<file path="src/rtl/seg_mux_driver.sv">
// seg_mux_driver: time-multiplexed N-digit seven-segment driver.
// Each digit owns one slot of 2^SWITCH_SPEED clocks. New display contents go
// into a shadow buffer and move to the active set only on a frame boundary,
// so a frame never shows a mix of old and new contents. A slot starts with
// a few blank clocks (anti-ghosting). PWM brightness, per-digit blink, decimal
// points and leading-zero suppression are then applied.
module seg_mux_driver #(
  parameter int DIGITS          = 4,
  parameter int ONLY_DIGITS     = 1,
  parameter int SWITCH_SPEED    = 7,
  parameter int BRIGHT_BITS     = 4,
  parameter int BLANK_CYCLES    = 2,
  parameter int BLINK_SPEED     = 22,
  parameter int INVERT_ANODES   = 0,
  parameter int INVERT_CATHODES = 0
) (
  input  logic                                           i_Clock,
  input  logic                                           i_Reset,
  input  logic [DIGITS*((ONLY_DIGITS != 0) ? 4 : 8)-1:0] i_Data,
  input  logic [DIGITS-1:0]                              i_DP,
  input  logic [DIGITS-1:0]                              i_Blink,
  input  logic                                           i_Suppress,
  input  logic [BRIGHT_BITS-1:0]                         i_Brightness,
  input  logic                                           i_Load,
  output logic                                           o_Ready,
  output logic                                           o_Frame,
  output logic [DIGITS-1:0]                              o_Anodes,
  output logic [7:0]                                     o_Cathodes
);

  localparam int CODE_W  = (ONLY_DIGITS != 0) ? 4 : 8;
  localparam int DATA_W  = DIGITS * CODE_W;
  localparam int IDX_W   = (DIGITS > 1) ? $clog2(DIGITS) : 1;
  localparam int BLINK_W = BLINK_SPEED + 1;

  localparam logic [IDX_W-1:0]        LAST_IDX = IDX_W'(DIGITS - 1);
  localparam logic [SWITCH_SPEED-1:0] SLOT_MAX = {SWITCH_SPEED{1'b1}};
  localparam logic [SWITCH_SPEED-1:0] BLANK_C  = SWITCH_SPEED'(BLANK_CYCLES);
  localparam logic [DIGITS-1:0]       ANODE_OFF = (INVERT_ANODES != 0) ? {DIGITS{1'b1}} : {DIGITS{1'b0}};
  localparam logic [7:0]              CATH_OFF  = (INVERT_CATHODES != 0) ? 8'hFF : 8'h00;

  // Hex digit to segment image {dp, g, f, e, d, c, b, a}; dp never set here.
  function automatic logic [7:0] seg7_dig(input logic [3:0] code);
    logic [7:0] seg;
    case (code)
      4'h0:    seg = 8'h3F;
      4'h1:    seg = 8'h06;
      4'h2:    seg = 8'h5B;
      4'h3:    seg = 8'h4F;
      4'h4:    seg = 8'h66;
      4'h5:    seg = 8'h6D;
      4'h6:    seg = 8'h7D;
      4'h7:    seg = 8'h07;
      4'h8:    seg = 8'h7F;
      4'h9:    seg = 8'h6F;
      4'hA:    seg = 8'h77;
      4'hB:    seg = 8'h7C;
      4'hC:    seg = 8'h39;
      4'hD:    seg = 8'h5E;
      4'hE:    seg = 8'h79;
      4'hF:    seg = 8'h71;
      default: seg = 8'h00;
    endcase
    return seg;
  endfunction

  // Symbol codes are already segment images {dp, g..a}; pass them through.
  function automatic logic [7:0] seg7_sym(input logic [7:0] sym);
    return sym;
  endfunction

  // Scan counters
  logic [SWITCH_SPEED-1:0] slot_q, slot_d;
  logic [IDX_W-1:0]        idx_q, idx_d;
  logic [BLINK_W-1:0]      blink_cnt_q, blink_cnt_d;
  logic                    boundary_s;

  // Load handshake: shadow and active sets
  logic                   ready_q, ready_d;
  logic                   frame_q, frame_d;
  logic                   capture_s, transfer_s;
  logic [DATA_W-1:0]      shd_data_q, shd_data_d, act_data_q, act_data_d;
  logic [DIGITS-1:0]      shd_dp_q, shd_dp_d, act_dp_q, act_dp_d;
  logic [DIGITS-1:0]      shd_blink_q, shd_blink_d, act_blink_q, act_blink_d;
  logic                   shd_sup_q, shd_sup_d, act_sup_q, act_sup_d;
  logic [BRIGHT_BITS-1:0] shd_bright_q, shd_bright_d, act_bright_q, act_bright_d;

  // Display path
  logic [7:0]        code_s, enc_s, cath_s;
  logic              dp_s, blink_s, supp_s, lit_s;
  logic [DIGITS-1:0] anode_s;
  logic [DIGITS-1:0] anodes_q, anodes_d;
  logic [7:0]        cathodes_q, cathodes_d;

  // Slot counter, digit index and blink counter; frame boundary detect.
  always_comb begin
    slot_d      = slot_q + SWITCH_SPEED'(1);
    blink_cnt_d = blink_cnt_q + BLINK_W'(1);
    boundary_s  = (slot_q == {SWITCH_SPEED{1'b0}}) && (idx_q == {IDX_W{1'b0}});
    frame_d     = boundary_s;
    if (slot_q == SLOT_MAX) begin
      if (idx_q == LAST_IDX) begin
        idx_d = {IDX_W{1'b0}};
      end else begin
        idx_d = idx_q + IDX_W'(1);
      end
    end else begin
      idx_d = idx_q;
    end
  end

  // Shadow capture while free; shadow-to-active transfer on a frame boundary.
  // A capture can only happen with ready_q=1 and a transfer only with
  // ready_q=0, so a capture on a boundary clock waits for the next boundary.
  always_comb begin
    capture_s    = i_Load && ready_q;
    transfer_s   = boundary_s && !ready_q;
    shd_data_d   = shd_data_q;
    shd_dp_d     = shd_dp_q;
    shd_blink_d  = shd_blink_q;
    shd_sup_d    = shd_sup_q;
    shd_bright_d = shd_bright_q;
    act_data_d   = act_data_q;
    act_dp_d     = act_dp_q;
    act_blink_d  = act_blink_q;
    act_sup_d    = act_sup_q;
    act_bright_d = act_bright_q;
    ready_d      = ready_q;
    if (capture_s) begin
      shd_data_d   = i_Data;
      shd_dp_d     = i_DP;
      shd_blink_d  = i_Blink;
      shd_sup_d    = i_Suppress;
      shd_bright_d = i_Brightness;
      ready_d      = 1'b0;
    end else if (transfer_s) begin
      act_data_d   = shd_data_q;
      act_dp_d     = shd_dp_q;
      act_blink_d  = shd_blink_q;
      act_sup_d    = shd_sup_q;
      act_bright_d = shd_bright_q;
      ready_d      = 1'b1;
    end else begin
      ready_d      = ready_q;
    end
  end

  // Select the current digit, apply suppression, PWM, blank and blink gating.
  always_comb begin : display_path
    logic zero_run;
    zero_run = 1'b1;
    code_s   = 8'h00;
    dp_s     = 1'b0;
    blink_s  = 1'b0;
    supp_s   = 1'b0;
    anode_s  = {DIGITS{1'b0}};
    // Walk from the most significant digit down: zero_run stays set while
    // this digit and every higher one hold code 0.
    for (int i = DIGITS - 1; i >= 0; i--) begin
      logic sel;
      sel      = (idx_q == IDX_W'(i));
      zero_run = zero_run & (act_data_q[i*CODE_W +: CODE_W] == {CODE_W{1'b0}});
      code_s   = code_s | ({8{sel}} & 8'(act_data_q[i*CODE_W +: CODE_W]));
      dp_s     = dp_s | (sel & act_dp_q[i]);
      blink_s  = blink_s | (sel & act_blink_q[i]);
      supp_s   = supp_s | (sel & zero_run & (i != 0) & act_sup_q & (ONLY_DIGITS != 0));
    end
    lit_s = (slot_q >= BLANK_C)
         && (slot_q[SWITCH_SPEED-1 -: BRIGHT_BITS] < act_bright_q)
         && !(blink_s && blink_cnt_q[BLINK_SPEED]);
    for (int i = 0; i < DIGITS; i++) begin
      anode_s[i] = lit_s && (idx_q == IDX_W'(i));
    end
    if (ONLY_DIGITS != 0) begin
      enc_s = seg7_dig(code_s[3:0]);
    end else begin
      enc_s = seg7_sym(code_s);
    end
    cath_s = {dp_s | enc_s[7], supp_s ? 7'h00 : enc_s[6:0]};
  end

  // Apply pin polarity ahead of the output registers.
  always_comb begin
    if (INVERT_ANODES != 0) begin
      anodes_d = ~anode_s;
    end else begin
      anodes_d = anode_s;
    end
    if (INVERT_CATHODES != 0) begin
      cathodes_d = ~cath_s;
    end else begin
      cathodes_d = cath_s;
    end
  end

  // State and output registers with synchronous reset; reset drops any pending shadow.
  always_ff @(posedge i_Clock) begin
    if (i_Reset) begin
      slot_q       <= {SWITCH_SPEED{1'b0}};
      idx_q        <= {IDX_W{1'b0}};
      blink_cnt_q  <= {BLINK_W{1'b0}};
      ready_q      <= 1'b1;
      frame_q      <= 1'b0;
      shd_data_q   <= {DATA_W{1'b0}};
      shd_dp_q     <= {DIGITS{1'b0}};
      shd_blink_q  <= {DIGITS{1'b0}};
      shd_sup_q    <= 1'b0;
      shd_bright_q <= {BRIGHT_BITS{1'b0}};
      act_data_q   <= {DATA_W{1'b0}};
      act_dp_q     <= {DIGITS{1'b0}};
      act_blink_q  <= {DIGITS{1'b0}};
      act_sup_q    <= 1'b0;
      act_bright_q <= {BRIGHT_BITS{1'b1}};
      anodes_q     <= ANODE_OFF;
      cathodes_q   <= CATH_OFF;
    end else begin
      slot_q       <= slot_d;
      idx_q        <= idx_d;
      blink_cnt_q  <= blink_cnt_d;
      ready_q      <= ready_d;
      frame_q      <= frame_d;
      shd_data_q   <= shd_data_d;
      shd_dp_q     <= shd_dp_d;
      shd_blink_q  <= shd_blink_d;
      shd_sup_q    <= shd_sup_d;
      shd_bright_q <= shd_bright_d;
      act_data_q   <= act_data_d;
      act_dp_q     <= act_dp_d;
      act_blink_q  <= act_blink_d;
      act_sup_q    <= act_sup_d;
      act_bright_q <= act_bright_d;
      anodes_q     <= anodes_d;
      cathodes_q   <= cathodes_d;
    end
  end

  assign o_Ready    = ready_q;
  assign o_Frame    = frame_q;
  assign o_Anodes   = anodes_q;
  assign o_Cathodes = cathodes_q;

endmodule
</file>
<file path="config.mk">
export PLATFORM = sky130hd
export DESIGN_NAME = seg_mux_driver
export DESIGN_NICKNAME = d
export VERILOG_FILES = /design/src/rtl/seg_mux_driver.sv
export SDC_FILE = /design/constraint.sdc
export NUM_CORES = 1
export LEC_CHECK = 0
export ABC_CLOCK_PERIOD_IN_PS = 5000
export CAP_MARGIN = 40
export CORE_MARGIN = 2
export CORE_UTILIZATION = 30
export DETAILED_ROUTE_END_ITERATION = 6
export MAX_ROUTING_LAYER = met4
export SYNTH_ARGS = -nofsm -noshare
export SYNTH_HDL_FRONTEND = slang
export SYNTH_SLANG_ARGS = --single-unit
</file>
<file path="constraint.sdc">
create_clock -name i_Clock -period 5 [get_ports i_Clock]
set_input_delay 1.5 -clock i_Clock [delete_from_list [all_inputs] [get_ports i_Clock]]
set_output_delay 1.5 -clock i_Clock [all_outputs]
set_load 0.05 [all_outputs]
</file>
==> reports/metrics.cfg <==
[outcome]
run_status = completed

[global_route]
grt_antenna_before_repair = 0
grt-ovfl-total = 0
grt_pass1_vias = 3208
grt_max_degree = 36
grt_pass1_wl_mm = 15.4
grt_usage_pct = 12.3

[place]
dp_hpwl_mm = 6.57
port_buffers = 45
place.gp.congestion = 0.892
dp.cells = 689
placed_area_um2 = 4950
pre_cts_slack_ps = 1870

[setup_path]
critical-path-top-delay-family = buffers and inverters
critPathLaunchType = flip-flop
crit_fanout = 5
criticalPathCategory = flip-flop to output pin
path_buf_inv = 1
critPathSlowestCell = clkdlybuf4s50_1
path_cells = clkdlybuf4s50_1
max_stage_delay_ps = 840
critPathArrivalTime_ps = 1640
endpoint_kind = output pin
required_ps = 3500

[floorplan]
die_w_um = 124
rows = 43
die_h_um = 124
ios = 46
start_util_pct = 31.1
dieArea_um2 = 15500
core-area_um2 = 14000

[detailed_routing]
drt_wl_total_mm = 9.23
drt-vias-per-instance = 4.90
dr_total_vias = 3452
wl_per_cell_um = 13.1
route.detailed.drc = 0
dr.pass1.iters = 5
ant_nets = 0
drt_iter0_markers = 221

[synth]
yosys.area.top_type_share_pct = 47.9
synth_area_leaders = dfxtp_1 (48%), nand2_1 (6.7%), mux2i_1 (6.4%)
async_reset_ff_share_pct = 0
ys_seq_area_share_pct = 47.9
synthCells = 484
ys_seq_elements = 104
netlist_area_um2 = 4350
ys.flop_type = dfxtp_1
synth_fp_nets = 534
synth.distinct_cells = 38
yosysWarnings = 0
synth_area_leader_cell = dfxtp_1
synth-edff-count = 0
syn_area_per_cell_um2 = 8.98

[timing]
slew_violations = 0
rsz0062_at_grt = false
maxSlewHeadroom_pct = 45.3
worst_slack_ps = 1860
finClkSkew_ps = 7.50
worstMarginPinSlew_ps = 821
setup_viol = 0
period_needed_ps = 3140
fmax_mhz = 319
finalHoldViolCount = 0
finalSetupTns_ps = 0
period_share_pct = 62.7
fin_hold_ws_ps = 456

[layout]
multi_input_area_um2 = 2080
ff_latch_area_um2 = 2080
nNetsFinal = 570
drive_gt1_share_pct = 4.76
antenna_cells = 0
postLayoutCellArea_um2 = 5270
fin_util_pct = 37.6
syn2layout_area_growth_pct = 21.2
fillCellCount = 1400
layout.cells.non_filler = 705

[power]
p_int_mw = 1.35
power.switching_uw = 426
p_seq_share_pct = 49.4
power.share.switching_pct = 23.9
vdd_drop_max_uv = 161
p_leak_nw = 1.98
p_per_area_nw_per_um2 = 338
p_comb_share_pct = 9.6
clkPwrFrac_pct = 41.0
p_total_mw = 1.78

[cts]
htree_levels = 3
cts_tree = done
clk-insertion-delay-late_ps = 340
cts.reportedPaths.clkPinSlew_ps = 70
cts_setup_buffers = 0
cts_hold_buf = 0
cts_resized = 0
clockRootBuffer = clkbuf_16
cts_max_path_buffers = 2
cts_num_sinks = 104
numCtsBuffers = 9

[job]
cap_violations = 0

[min_path]
hp-class = flip-flop to flip-flop

[routing by layer]
layer	wire length, um	up-vias	part of all wire [%]	global-route usage, %
li1	-	1769	-	-
met1	4440	1597	48	15.2
met2	4150	72	45	19.3
met3	453	14	4.9	2.79
met4	189	0	2.0	5.49
met5	0	-	0	-
[synth_stat cells (4+ instances only)]
library cell,count
or4_1,5
nor3_1,5
a21oi_1,43
o211ai_1,4
a211oi_1,8
o31ai_1,4
nand2_1,77
inv_1,18
or3_1,8
buf_1,4
nor2_1,47
nand3_1,10
o21ai_0,9
a221oi_1,5
nand4_1,8
a22oi_1,10
ha_1,18
and4_1,5
nor4_1,5
dfxtp_1,104
xor2_1,12
clkbuf_1,18
a22o_1,5
mux2i_1,28
[area by class of cell]
cell class | instances | share of cell area [%]
timing repair buffer | 50 | 9.46
sequential | 104 | 39.5
multi-input combinational | 337 | 39.5
clock inverter | 5 | 1.16
tap | 180 | 4.28
inverter | 18 | 1.28
clock buffer | 11 | 4.80
[worst reg2reg max path: cells and delay by family, from the launching register on]
| family | cells | cell delay, ps |
|---|---|---|
| AO/OA/AOI/OAI | 5 | 1490 |
| buffers and inverters | 2 | 240 |
| flip-flops | 1 | 410 |
| adder cells (fa/ha/maj) | 2 | 560 |
[power by group through the flow]
stage          Combinational (mW)  Clock [mW]  Sequential [mW]
3_5_place_dp                0.173           0            0.899
6_report                    0.171       0.730            0.880
5_1_grt                     0.188       0.783            0.884
3_3_place_gp                0.164           0            0.898
2_1_floorplan              0.0917           0            0.917
4_1_cts                     0.173       0.748            0.880
[cells by family after synthesis]
logic type | after synthesis | share of synthesized area [%]
muxes | 29 | 6.71
AOI/OAI and AO/OA | 95 | 13.7
xor gates and xnor gates | 15 | 3.02
adders and majority gates | 18 | 5.18
buffers and inverters | 43 | 4.23
DFF | 104 | 47.9
and+or+nand+nor | 180 | 19.2
[state kept, by name, indices dropped and copies added, names as in the netlist, 7 cells and up]
name / cells
blink_cnt_q: 23
act_data_q: 16
shd_data_q: 16
o_Cathodes: 8
slot_q: 7
[final timing paths]
kind	startpoint	end	slack, ps	cells past startpoint
max	o_Ready	o_Ready	1860	1
min	shd_bright_q[3]	shd_bright_q[3]	460	2
max reg2reg	idx_q[0]	o_Cathodes[6]	2200	9
min reg2reg	shd_bright_q[3]	shd_bright_q[3]	460	2
[placed cells by master (no fill, tap or decap), types with 5 or more instances in the layout]
cell type and n:
a22oi_1 10, a221oi_1 5, o21ai_0 9, inv_1 18, a22o_1 5, and4_1 5
nand2_1 77, ha_1 18, a211oi_1 8, or4_1 5, nor4_1 5, dfxtp_1 104
mux2i_1 28, xor2_1 12, clkdlybuf4s50_1 44, nand4_1 8, a21oi_1 43, nor3_1 5
or3_1 8, clkbuf_16 9, nand3_1 10, nor2_1 47
(Power assumes the default switching activity.)
